[src/rtl/instr_fetch_unit.sv]
// Fetch front end for a byte-wide instruction ROM. It issues INSTR_BYTES consecutive
// addresses from the PC, assembles the returned bytes and hands the word over valid/ready.
module instr_fetch_unit #(
  parameter int              PC_W        = 32,
  parameter int              ADDR_W      = 10,
  parameter int              INSTR_BYTES = 4,
  parameter int              ROM_LAT     = 1,
  parameter int              BIG_ENDIAN  = 0,
  parameter logic [PC_W-1:0] RESET_PC    = '0
) (
  input  logic                     clk,
  input  logic                     rst_n,
  input  logic                     init_wren,
  input  logic [PC_W-1:0]          init_pc,
  input  logic                     pc_wr_en,
  input  logic [PC_W-1:0]          pc_wr_data,
  input  logic                     go,
  output logic [ADDR_W-1:0]        rom_addr,
  input  logic [7:0]               rom_data,
  output logic [8*INSTR_BYTES-1:0] instr,
  output logic [PC_W-1:0]          instr_pc,
  output logic                     instr_valid,
  input  logic                     instr_ready,
  output logic                     finish,
  output logic                     busy,
  output logic [PC_W-1:0]          pc_out
);

  localparam int CW = $clog2(INSTR_BYTES + 1);
  localparam int LW = (INSTR_BYTES > 1) ? $clog2(INSTR_BYTES) : 1;
  localparam logic [CW-1:0] C_N    = CW'(INSTR_BYTES);
  localparam logic [LW-1:0] C_LAST = LW'(INSTR_BYTES - 1);

  typedef enum logic [1:0] {S_IDLE, S_FETCH, S_DONE} state_t;

  state_t                   r_state;
  state_t                   w_state_nxt;
  logic [PC_W-1:0]          r_pc;
  logic [PC_W-1:0]          r_instr_pc;
  logic [CW-1:0]            r_iss_cnt;
  logic [LW-1:0]            r_cap_cnt;
  logic [ROM_LAT-1:0]       r_vld_sr;
  logic [8*INSTR_BYTES-1:0] r_instr;
  logic                     r_instr_valid;
  logic                     r_finish;

  logic                     w_abort;
  logic [PC_W-1:0]          w_abort_pc;
  logic                     w_accept;
  logic                     w_issue;
  logic                     w_cap;
  logic                     w_last_cap;
  logic [LW-1:0]            w_lane;
  logic [ADDR_W-1:0]        w_addr_ofs;

  assign w_abort    = init_wren | pc_wr_en;
  assign w_abort_pc = init_wren ? init_pc : pc_wr_data;
  assign w_accept   = r_instr_valid & instr_ready;
  assign w_issue    = (r_state == S_FETCH) && (r_iss_cnt != C_N);
  assign w_cap      = r_vld_sr[ROM_LAT-1];
  assign w_last_cap = w_cap && (r_cap_cnt == C_LAST);
  assign w_lane     = (BIG_ENDIAN != 0) ? (C_LAST - r_cap_cnt) : r_cap_cnt;

  // Once every byte is issued the offset sticks at the last one so rom_addr holds.
  assign w_addr_ofs = (r_iss_cnt == C_N) ? ADDR_W'(INSTR_BYTES - 1) : ADDR_W'(r_iss_cnt);
  assign rom_addr   = r_pc[ADDR_W-1:0] + w_addr_ofs;

  assign instr       = r_instr;
  assign instr_pc    = r_instr_pc;
  assign instr_valid = r_instr_valid;
  assign finish      = r_finish;
  assign busy        = (r_state != S_IDLE);
  assign pc_out      = r_pc;

  always_ff @(posedge clk or negedge rst_n) begin
    if (!rst_n) r_state <= S_IDLE;
    else        r_state <= w_state_nxt;
  end

  always_comb begin
    w_state_nxt = r_state;
    if (w_abort) begin
      w_state_nxt = S_IDLE;
    end else begin
      case (r_state)
        S_IDLE:  if (go)         w_state_nxt = S_FETCH;
        S_FETCH: if (w_last_cap) w_state_nxt = S_DONE;
        S_DONE:  if (w_accept)   w_state_nxt = S_IDLE;
        default:                 w_state_nxt = S_IDLE;
      endcase
    end
  end

  // Clearing the valid tracker on abort guarantees late ROM returns are never captured.
  always_ff @(posedge clk or negedge rst_n) begin
    if (!rst_n) begin
      r_pc          <= RESET_PC;
      r_instr_pc    <= '0;
      r_iss_cnt     <= '0;
      r_cap_cnt     <= '0;
      r_vld_sr      <= '0;
      r_instr       <= '0;
      r_instr_valid <= 1'b0;
      r_finish      <= 1'b0;
    end else if (w_abort) begin
      r_pc          <= w_abort_pc;
      r_iss_cnt     <= '0;
      r_cap_cnt     <= '0;
      r_vld_sr      <= '0;
      r_instr_valid <= 1'b0;
      r_finish      <= 1'b0;
    end else begin
      r_finish <= 1'b0;
      if (r_state == S_FETCH) begin
        r_vld_sr <= (r_vld_sr << 1) | ROM_LAT'(w_issue);
        if (w_issue) r_iss_cnt <= r_iss_cnt + 1'b1;
        if (w_cap) begin
          r_instr[8*w_lane +: 8] <= rom_data;
          r_cap_cnt              <= w_last_cap ? '0 : r_cap_cnt + 1'b1;
        end
        if (w_last_cap) begin
          r_instr_valid <= 1'b1;
          r_instr_pc    <= r_pc;
        end
      end
      if (w_accept) begin
        r_instr_valid <= 1'b0;
        r_finish      <= 1'b1;
        r_pc          <= r_pc + PC_W'(INSTR_BYTES);
        r_iss_cnt     <= '0;
      end
    end
  end

endmodule

[config.mk]
export PLATFORM = sky130hd
export DESIGN_NAME = instr_fetch_unit
export DESIGN_NICKNAME = d
export VERILOG_FILES = /design/src/rtl/instr_fetch_unit.sv
export SDC_FILE = /design/constraint.sdc
export NUM_CORES = 1
export LEC_CHECK = 0
export ABC_AREA = 1
export ABC_CLOCK_PERIOD_IN_PS = 2300
export CORE_ASPECT_RATIO = 1.2
export CORE_MARGIN = 8
export CORE_UTILIZATION = 43
export DETAILED_ROUTE_END_ITERATION = 8
export PLACE_DENSITY_LB_ADDON = 0.08
export SETUP_SLACK_MARGIN = 0.4
export SLEW_MARGIN = 20
export SYNTH_ARGS = -nofsm -noshare
export SYNTH_HDL_FRONTEND = slang
export SYNTH_SLANG_ARGS = --single-unit
export TNS_END_PERCENT = 20
[constraint.sdc]
create_clock -name clk -period 2.3 [get_ports clk]
set_input_delay 0.69 -clock clk [delete_from_list [all_inputs] [get_ports clk]]
set_output_delay 0.69 -clock clk [all_outputs]
set_load 0.1 [all_outputs]
==> After elaboration in Yosys (flattened, before gate mapping) <==
Cells that the tools add are included.
W data, S select, Z words.
{ "word_totals": {"mem_bits_ro": 0, "register_bits": 106, "word_cells": 69, "input_bits": 78, "latchBits": 0, "memories": 0, "ram_bits": 0, "output_inout_bits": 109} }
{ "classes": {"bitwise_logic": 3, "div": 0, "n_lt_le_gt_ge": 0, "n_mul": 0, "eq_ne": 8, "n_reduce_logical": 16, "mux": 26, "n_shift": 2, "addsub": 5} }
{ "op_table": {"columns": ["cell", "n"], "rows": [
  ["$mux W32", 3],
  ["$neg A5 Y34", 1],
  ["$shift A8 B34 Y32 const A", 1],
  ["$shiftx A8 B34 Y32", 1],
  ["$add A32 B3 Y32 const B", 1],
  ["$bwmux W32", 1],
  ["$mux W2", 8],
  ["$mux W3", 5],
  ["$ne A3 B3 Y1 const B", 4],
  ["$add A10 B3 Y10", 1],
  ["$reduce_and A3 Y1", 3],
  ["$reduce_bool A3 Y1", 3],
  ["$mux W1", 8],
  ["$reduce_bool A2 Y1", 4],
  ["$pmux W2 S3", 1],
  ["$reduce_and A2 Y1", 3],
  ["$eq A2 B2 Y1 const B", 2],
  ["$add A3 B1 Y3 const B", 1],
  ["$eq A3 B3 Y1 const B", 1],
  ["$add A2 B1 Y2 const B", 1],
  ["$eq A2 B1 Y1 const B", 1],
  ["$logic_and A1 B1 Y1", 2],
  ["$logic_not A2 Y1", 1],
  ["$and A1 B1 Y1", 1],
  ["2 further kinds", 2]
]} }

==> Longest topological paths before layout <==
Gate-level depths: netlist of the first run.
{ "depth": {"word_depth": 6, "depth_mapped": 11, "mapped_depth_nobuf": 11} }

==> Least setup slack after synthesis of the first run <==
No wires, ideal clock.
{ "synth_timing": {"kind": "reg-to-output", "startpoint": "register r_pc[0] (netlist: pc_out[0])", "endpoint": "output port rom_addr[8]", "required_time_ns": 1.610, "t_arrival_ns": 3.392, "path_stages_with_launch": 8, "n_path_buf": 0, "setup_slack_ns": -1.782, "path_cell_list": "dfrtp_1 > ha_1 > fa_1 > nand2_1 > a21oi_1 > nand3_1 > nor2_1 > xor2_1"} }
{ "synth_via": {"elab_chain_cells": 1} }
{ "synth_lines": {"columns": ["element", "line_no", "source"], "rows": [
  ["from (decl)", "38", "logic [PC_W-1:0] r_pc;"],
  ["from (signal assigned)", "106", "r_pc <= w_abort_pc;"],
  ["from (signal assigned)", "129", "r_pc <= r_pc + PC_W'(INSTR_BYTES);"],
  ["$add A10 B3 Y10", "66", "assign rom_addr = r_pc[ADDR_W-1:0] + w_addr_ofs;"],
  ["to (decl)", "18", "output logic [ADDR_W-1:0] rom_addr,"]
]} }
No other way between the ends.

==> Worst setup path after layout of the first run <==
{ "layout_timing": {"startpoint": "register r_iss_cnt[1]", "endpoint": "output port rom_addr[4]"} }
{ "layout_via": {"elab_chain_cells": 3} }
{ "layout_lines": {"columns": ["element", "line_no", "source"], "rows": [
  ["from (decl)", "40", "logic [CW-1:0] r_iss_cnt;"],
  ["from (signal assigned)", "116", "if (w_issue) r_iss_cnt <= r_iss_cnt + 1'b1;"],
  ["$eq A3 B3 Y1", "65", "assign w_addr_ofs = (r_iss_cnt == C_N) ? ADDR_W'(INSTR_BYTES - 1) : ADDR_W'(r_iss_cnt);"],
  ["$mux W3 (*)", "65", null],
  ["$add A10 B3 Y10 (*)", "66", null]
]} }
Every way passes the cells marked *; elsewhere a longest branch is shown, timed or not.

==> results of run 1 <==
==> power by group through the flow <==
stage,Clock [mW],Combinational [mW],Sequential [mW]
4_1_cts,1.52,2.15,2.13
5_1_grt,1.60,2.26,2.16
2_1_floorplan,0,0.595,2.84
3_5_place_dp,0,2.13,2.17
6_report,1.49,2.15,2.14
3_3_place_gp,0,2.12,2.16
==> registers in the layout, indices dropped and copies added (netlist names) <==
register     cells
r_iss_cnt        3
finish           1
instr_pc        32
r_vld_sr         1
pc_out          32
r_state          2
instr           32
r_cap_cnt        2
instr_valid      1
==> what timing repair did <==
item                       CTS  global route
setup endpoints to repair   21            98
buffers inserted             2             3
gates resized for setup     11            28
pin swaps                    4            12
cloned                       0             1
==> metal layers <==
layer,global-route usage (%),routed length (um)
met3,5.32,1550
met5,0,0
met1,29.0,8420
met4,7.06,386
met2,35.4,9290
==> final timing paths <==
kind | startpoint | endpoint | depth (start not counted)
setup / recovery | r_iss_cnt[1]$_DFFE_PN0P_ | rom_addr[4] | 12
hold / removal | rst_n | instr_pc[4]$_DFFE_PN0P_ | 1
setup reg to reg | pc_out[2]$_DFFE_PN0N_ | pc_out[20]$_DFFE_PN0N_ | 11
hold reg to reg | instr[26]$_DFFE_PN0P_ | instr[26]$_DFFE_PN0P_ | 2
max in group asynchronous | rst_n | instr[31]$_DFFE_PN0P_ | 2
min in group clk | instr[26]$_DFFE_PN0P_ | instr[26]$_DFFE_PN0P_ | 2
==> cells in the final DEF, fill, tap and decap left out, types with 4 or more instances in the layout <==
master / n
dfrtp_1: 96
dfrtp_2: 5
ha_1: 7
o21ai_1: 16
inv_1: 59
nand2_4: 5
xor2_4: 8
nand2_2: 4
o21ai_0: 55
clkdlybuf4s50_1: 74
nand3_1: 71
nand2_1: 234
a21oi_1: 35
nor2_4: 10
buf_6: 5
o21ai_2: 19
dfrtp_4: 5
a31oi_1: 4
buf_12: 46
buf_4: 115
nor2_1: 91
inv_2: 5
clkbuf_16: 9
nand4_1: 11
==> metrics by stage <==
stage | instances | util, % | hold WS [ps] | cell area (sq um) | TNS, ps
after floorplan | 802 | - | 394 | 6200 | -3750
final | 1199 | 67.5 | 236 | 9210 | -5240
after global routing | 1199 | 67.5 | 253 | 9210 | -6010
after global placement | 1177 | 64.0 | 461 | 8740 | -2040
after CTS | 1195 | 66.6 | 237 | 9080 | -5280
after detailed placement | 1177 | 64.0 | 470 | 8740 | -2330
==> area by class of cell <==
class                   count  area, sq um  share of cell area, %
flip-flops and latches    106         2680                   29.1
multi-input cells         598         3190                   34.6
clock buffers              11          233                   2.53
clock inverters             5         45.0                  0.489
repair buffers            242         2610                   28.3
well taps                 171          214                   2.32
inverters                  66          249                   2.70
==> cells by family (layout without fill, tap and decap cells) <==
logic type                 Yosys count  after routing  share of synthesized area, %
adders and majority gates           12             12                          2.65
AOI/OAI and AO/OA                  139            139                          13.4
and+or+nand+nor                    438            439                          30.6
xor gates and xnor gates             8              8                          1.18
DFF                                106            106                          44.5
buffers and inverters               99            324                          7.62
==> critical path, cell delays in order, from the launching register on <==
cell,delay (ps)
dfrtp_1,360
inv_2,60
ha_4,160
nand2_4,70
nand2_4,50
ha_4,160
fa_2,350
nand2_2,100
a21oi_4,70
buf_4,140
buf_4,140
xor2_4,140
buf_12,190
==> metrics.txt, run 1 <==
clock latency on the worst-skew pair ~350 ps; # fillers 1199; root buffer cell clkbuf_16; worst path arrival time about 2400 ps; gr ovfl total 0; slew of the pin with the lowest slew margin 517 ps; DP Worst Slack -399 ps; Die Width 123 um; fin. max-slew vios 0; Clock Power Share 25.8%; r2r setup slk 530 ps; final setup fails 9; DR vias 6070; Post-DRT Antenna Nets 0; Core Region 0.0136 sq mm; cell internal pwr ~3.4 mW; CP Data Required Time 1610 ps; Slew HR 65.4%; Worst Skew approximately 7.7 ps; Worst-path clk slew 80 ps; largest net degree at the start of global routing 58; maxcap violations 0; die area 0.0179 sq mm; Yosys warnings 0; CTS H-tree depth 3; crit-path max FO 2; Final Cycle Share 132%; P_leak around 4.5 nW; initial antenna violation count 0; I/O pins 187; fraction of layout cells with a size suffix above 1 25.1%; first-pass GRT wire length 31.9 mm; drt initial violations 536; most frequent cell after synthesis nand2_1; Peak VDD IR 0.327 mV; count of input and output buffers 186; n_diodes 0; Avg Cell Area, Syn 7.43 sq um; Post-synth top cells nand2_1, dfrtp_1, nor2_1, nand3_1, inv_1; setup ws final -738 ps; area share of the largest cell type after synthesis roughly 45%; post-synthesis cell count 802; most used flip-flop cell after synthesis dfrtp_1; Setup crit end kind primary output; Sw Pwr about 2.3 mW; vias per cell 5.06; dpl hpwl about 15 mm; final wirelength 19.6 mm; Synth area leader dfrtp_1; Async SR Flop Fraction 100%; largest cells by area after synthesis dfrtp_1, nand2_1, nand3_1; Fmax achieved 329 MHz; Period minus WS final 3040 ps; clk buf depth 2; Chip Height around 140 um; crit path launch type flip-flop; area grow syn2layout 54.6%; post-synthesis sequential area ratio 44.5%; final net count 1113; Gate power share 37.2%; final hold violation count 0; total clock sinks 106; Seq cells post-synth 106; GP Congestion between 0.8 and 0.9; total clock buffers created by CTS 9; vias in the first global route between 6k and 7k; Design Power 5.78 mW; EDFF count, synth 0; Sequential Power Share 37.0%; CTS tree yes; Total Routing Usage GR 22.3%; Hold Crit Class in2async; outcome finished, violations left; pwr/cell area 627 mW/mm^2; RSZ-0062 raised after global routing yes; failing checks negative setup slack; syn nets ~890; Row Count 47; post-route DRC violation count 0; cell area after synthesis 0.00596 sq mm; Initial DRT Pass Iterations 5; Netlist cell types 33; # hold bufs at CTS 0; Crit Path Class reg2out; switching share of total power between 40% and 50%; post-DR wirelength/cell between 15 and 20 um; Starting Density between 40% and 50%
Note: power is estimated with default switching activity, not from simulation.
==> run 2, diff against run 1 <==
--- a/config.mk
+++ b/config.mk
@@ -9,10 +9,11 @@
 export ABC_CLOCK_PERIOD_IN_PS = 2300
 export CORE_ASPECT_RATIO = 1.2
 export CORE_MARGIN = 8
-export CORE_UTILIZATION = 43
+export CORE_UTILIZATION = 30
 export DETAILED_ROUTE_END_ITERATION = 8
 export PLACE_DENSITY_LB_ADDON = 0.08
 export SETUP_SLACK_MARGIN = 0.4
+export SKIP_LAST_GASP = 1
 export SLEW_MARGIN = 20
 export SYNTH_ARGS = -nofsm -noshare
 export SYNTH_HDL_FRONTEND = slang
==> run 2 against run 1 <==
  * Clock-buffer cell count decreased by 1
  * Combinational power about the same
  * Clock power increased by 19%
  * Via count increased by 0.28%
  * Largest power group unchanged
  * Register-to-register slack got worse by 30 ps
  * Global-route usage decreased by 4.7 points
  * Cell count increased by 8.4%
  * Critical path depth unchanged
  * Non-clock buffer count increased by 11
  * The flow still finishes with violations (negative setup slack)
  * Design area increased by 2.6%
  * Fmax increased by 1.4%
  * Hold slack improved by 56 ps
==> metrics.txt, run 2 (synthesis results as in run 1) <==
outcome finished, violations left; failing checks negative setup slack; Setup crit end kind primary output; crit path cell chain inv_2 -> ha_4 -> nand2_4 -> nand2_4 -> ha_4 -> fa_2 -> nand2_2 -> a21oi_4 -> nand3_4 -> buf_4 -> xor2_4 -> buf_12; Core Region 0.0195 sq mm (+43%); Slew HR 66.9% (+1.5 points); worst r2r src pc_out[2]$_DFFE_PN0N_; fin. max-slew vios 0 (unchanged); n_diodes 0 (unchanged); drt initial violations 382 (-29%); dpl hpwl 17.0 mm (+11%); CP Data Required Time 1610 ps (about the same); Row Count 56 (+19%); setup ws final -694 ps (+43.4 ps); maxcap violations 0 (unchanged); Hold Crit Class in2async; gr ovfl total 0 (unchanged); DR vias 6087 (+0.28%); CTS H-tree depth 3 (unchanged); largest net degree at the start of global routing 55 (-5.2%); total clock sinks 106 (unchanged); final setup fails 9 (unchanged); clk buf depth 2 (unchanged); slew of the pin with the lowest slew margin 496 ps (-20.8 ps); I/O pins 187 (unchanged); Worst path max stage delay 360 ps (about the same); count of input and output buffers 186 (unchanged); Total Routing Usage GR 17.5% (-4.7 points); post-DR wirelength/cell 16.6 um (+1.4%); Initial DRT Pass Iterations 5 (unchanged); root buffer cell clkbuf_16; final hold violation count 0 (unchanged); Post-DRT Antenna Nets 0 (unchanged); crit path launch type flip-flop; reg-to-reg endpoint pc_out[20]$_DFFE_PN0N_; die area 0.0246 sq mm (+38%); Starting Density 30.5% (-13 points); CP startpoint r_iss_cnt[1]$_DFFE_PN0P_; clock latency on the worst-skew pair 350 ps (about the same); RSZ-0062 raised after global routing yes; Worst-path clk slew 80 ps (about the same); Worst Setup EP rom_addr[6]; Die Width 145 um (+17%); most common cell after layout, fill and taps aside nand2_1; vias per cell 4.68 (-7.5%); Fmax achieved 334 MHz (+1.4%); Worst Skew 11.4 ps (+3.62 ps); Period minus WS final 2990 ps (-43.4 ps); worst path arrival time 2300 ps (-50 ps); fraction of layout cells with a size suffix above 1 26.0% (+0.89 points); Final Cycle Share 130% (-1.9 points); first-pass GRT wire length 33.3 mm (+4.2%); Worst path slowest cell dfrtp_1; initial antenna violation count 0 (unchanged); area grow syn2layout 58.7%; commonest cells after routing, fill and taps aside nand2_1, buf_4, dfrtp_1, nor2_1, clkdlybuf4s50_1; final wirelength 21.6 mm (+9.9%); post-route DRC violation count 0 (unchanged); hold slack 292 ps (+55.7 ps); r2r setup slk 500 ps (-30 ps); worst-case reg-to-reg path depth 11 (unchanged); final net count 1124 (+0.99%); pwr/cell area 641 mW/mm^2 (+2.3%); total clock buffers created by CTS 9 (unchanged); # hold bufs at CTS 0 (unchanged); vias in the first global route 6000 (-1.6%); Peak VDD IR 0.452 mV (+38%); Crit Path Class reg2out; Chip Height 170 um (+18%); CTS tree yes; P_leak 4.54 nW (+1.8%); GP Congestion 0.851 (-3.3%); Core Util, Final 48.4% (-19 points); crit-path max FO 2 (unchanged)
==> run 2: cell types whose count changed in the layout (fill, tap and decap cells not counted), sizes merged <==
cell / before / now
buf: 166 / 177
bufinv: 0 / 2
inv: 68 / 66
clkbuf: 11 / 10
clkinv: 2 / 3
==> run 2: area by class of cell <==
class                           count  area, sq um
Fill cell                        1925        10100
Multi-Input combinational cell    598         3190
Timing Repair Buffer              253         2680
Sequential cell                   106         2680
Tap cell                          261          327
Inverter                           66          248
Clock buffer                       10          239
Clock inverter                      6         96.3
==> run 2: routing by layer <==
layer | routed length [um] | share of wire [%] | global-route usage (%)
met1 | 9480 | 44 | 22.8
met2 | 10300 | 48 | 28.8
met3 | 1660 | 7.7 | 4.49
met4 | 167 | 0.77 | 3.58
met5 | 0 | 0 | 0
==> run 2: worst min path at each step <==
stage,from,end,slack [ps],cells after the start
2_1_floorplan,rst_n,finish$_DFF_PN0_,390,0
3_3_place_gp,instr_pc[16]$_DFFE_PN0P_,instr_pc[16]$_DFFE_PN0P_,460,2
3_5_place_dp,instr_pc[16]$_DFFE_PN0P_,instr_pc[16]$_DFFE_PN0P_,460,2
4_1_cts,rst_n,instr_pc[4]$_DFFE_PN0P_,300,1
5_1_grt,rst_n,instr_pc[4]$_DFFE_PN0P_,320,1
6_report,rst_n,instr_pc[4]$_DFFE_PN0P_,290,1
==> run 2: through the flow <==
stage	power (mW)	TNS (ps)	instances	setup slack, ps	area, sq um
global route	6.30	-6230	1300	-788	9460
global placement	4.32	-2010	1270	-354	8850
detailed placement	4.32	-2570	1270	-398	8850
finish	6.06	-5550	1300	-694	9460
floorplan	3.43	-3750	802	-686	6200
CTS	6.12	-5470	1290	-696	9280
==> run 2: worst max-delay path, delay by kind of cell, from the launching register on <==
| kind | cells | cell delay [ps] |
|---|---|---|
| adders and majority gates | 3 | 670 |
| xor gates and xnor gates | 1 | 160 |
| buffers and inverters | 3 | 380 |
| and+or+nand+nor | 4 | 310 |
| AOI/OAI and AO/OA | 1 | 70 |
| DFF | 1 | 360 |
==> run 2: what timing repair did <==
item,4_1_cts,5_1_grt
buffers inserted,4,9
gates resized for setup,13,27
endpoints found under the hold margin,0,0
gates cloned,0,1
setup endpoints to repair,65,100
pin swaps,7,7
==> run 2: power by group <==
part / switching, mW / total, mW / internal (mW)
clock network: 0.767 / 1.77 / 1.00
registers: 0.157 / 2.13 / 1.97
logic: 1.45 / 2.17 / 0.725
==> run 3, diff against run 2 <==
--- a/config.mk
+++ b/config.mk
@@ -6,7 +6,6 @@
 export NUM_CORES = 1
 export LEC_CHECK = 0
 export ABC_AREA = 1
-export ABC_CLOCK_PERIOD_IN_PS = 2300
 export CORE_ASPECT_RATIO = 1.2
 export CORE_MARGIN = 8
 export CORE_UTILIZATION = 30
==> results of run 3 <==
Same layout as run 2: the final DEF is identical, and so are final timing and power.
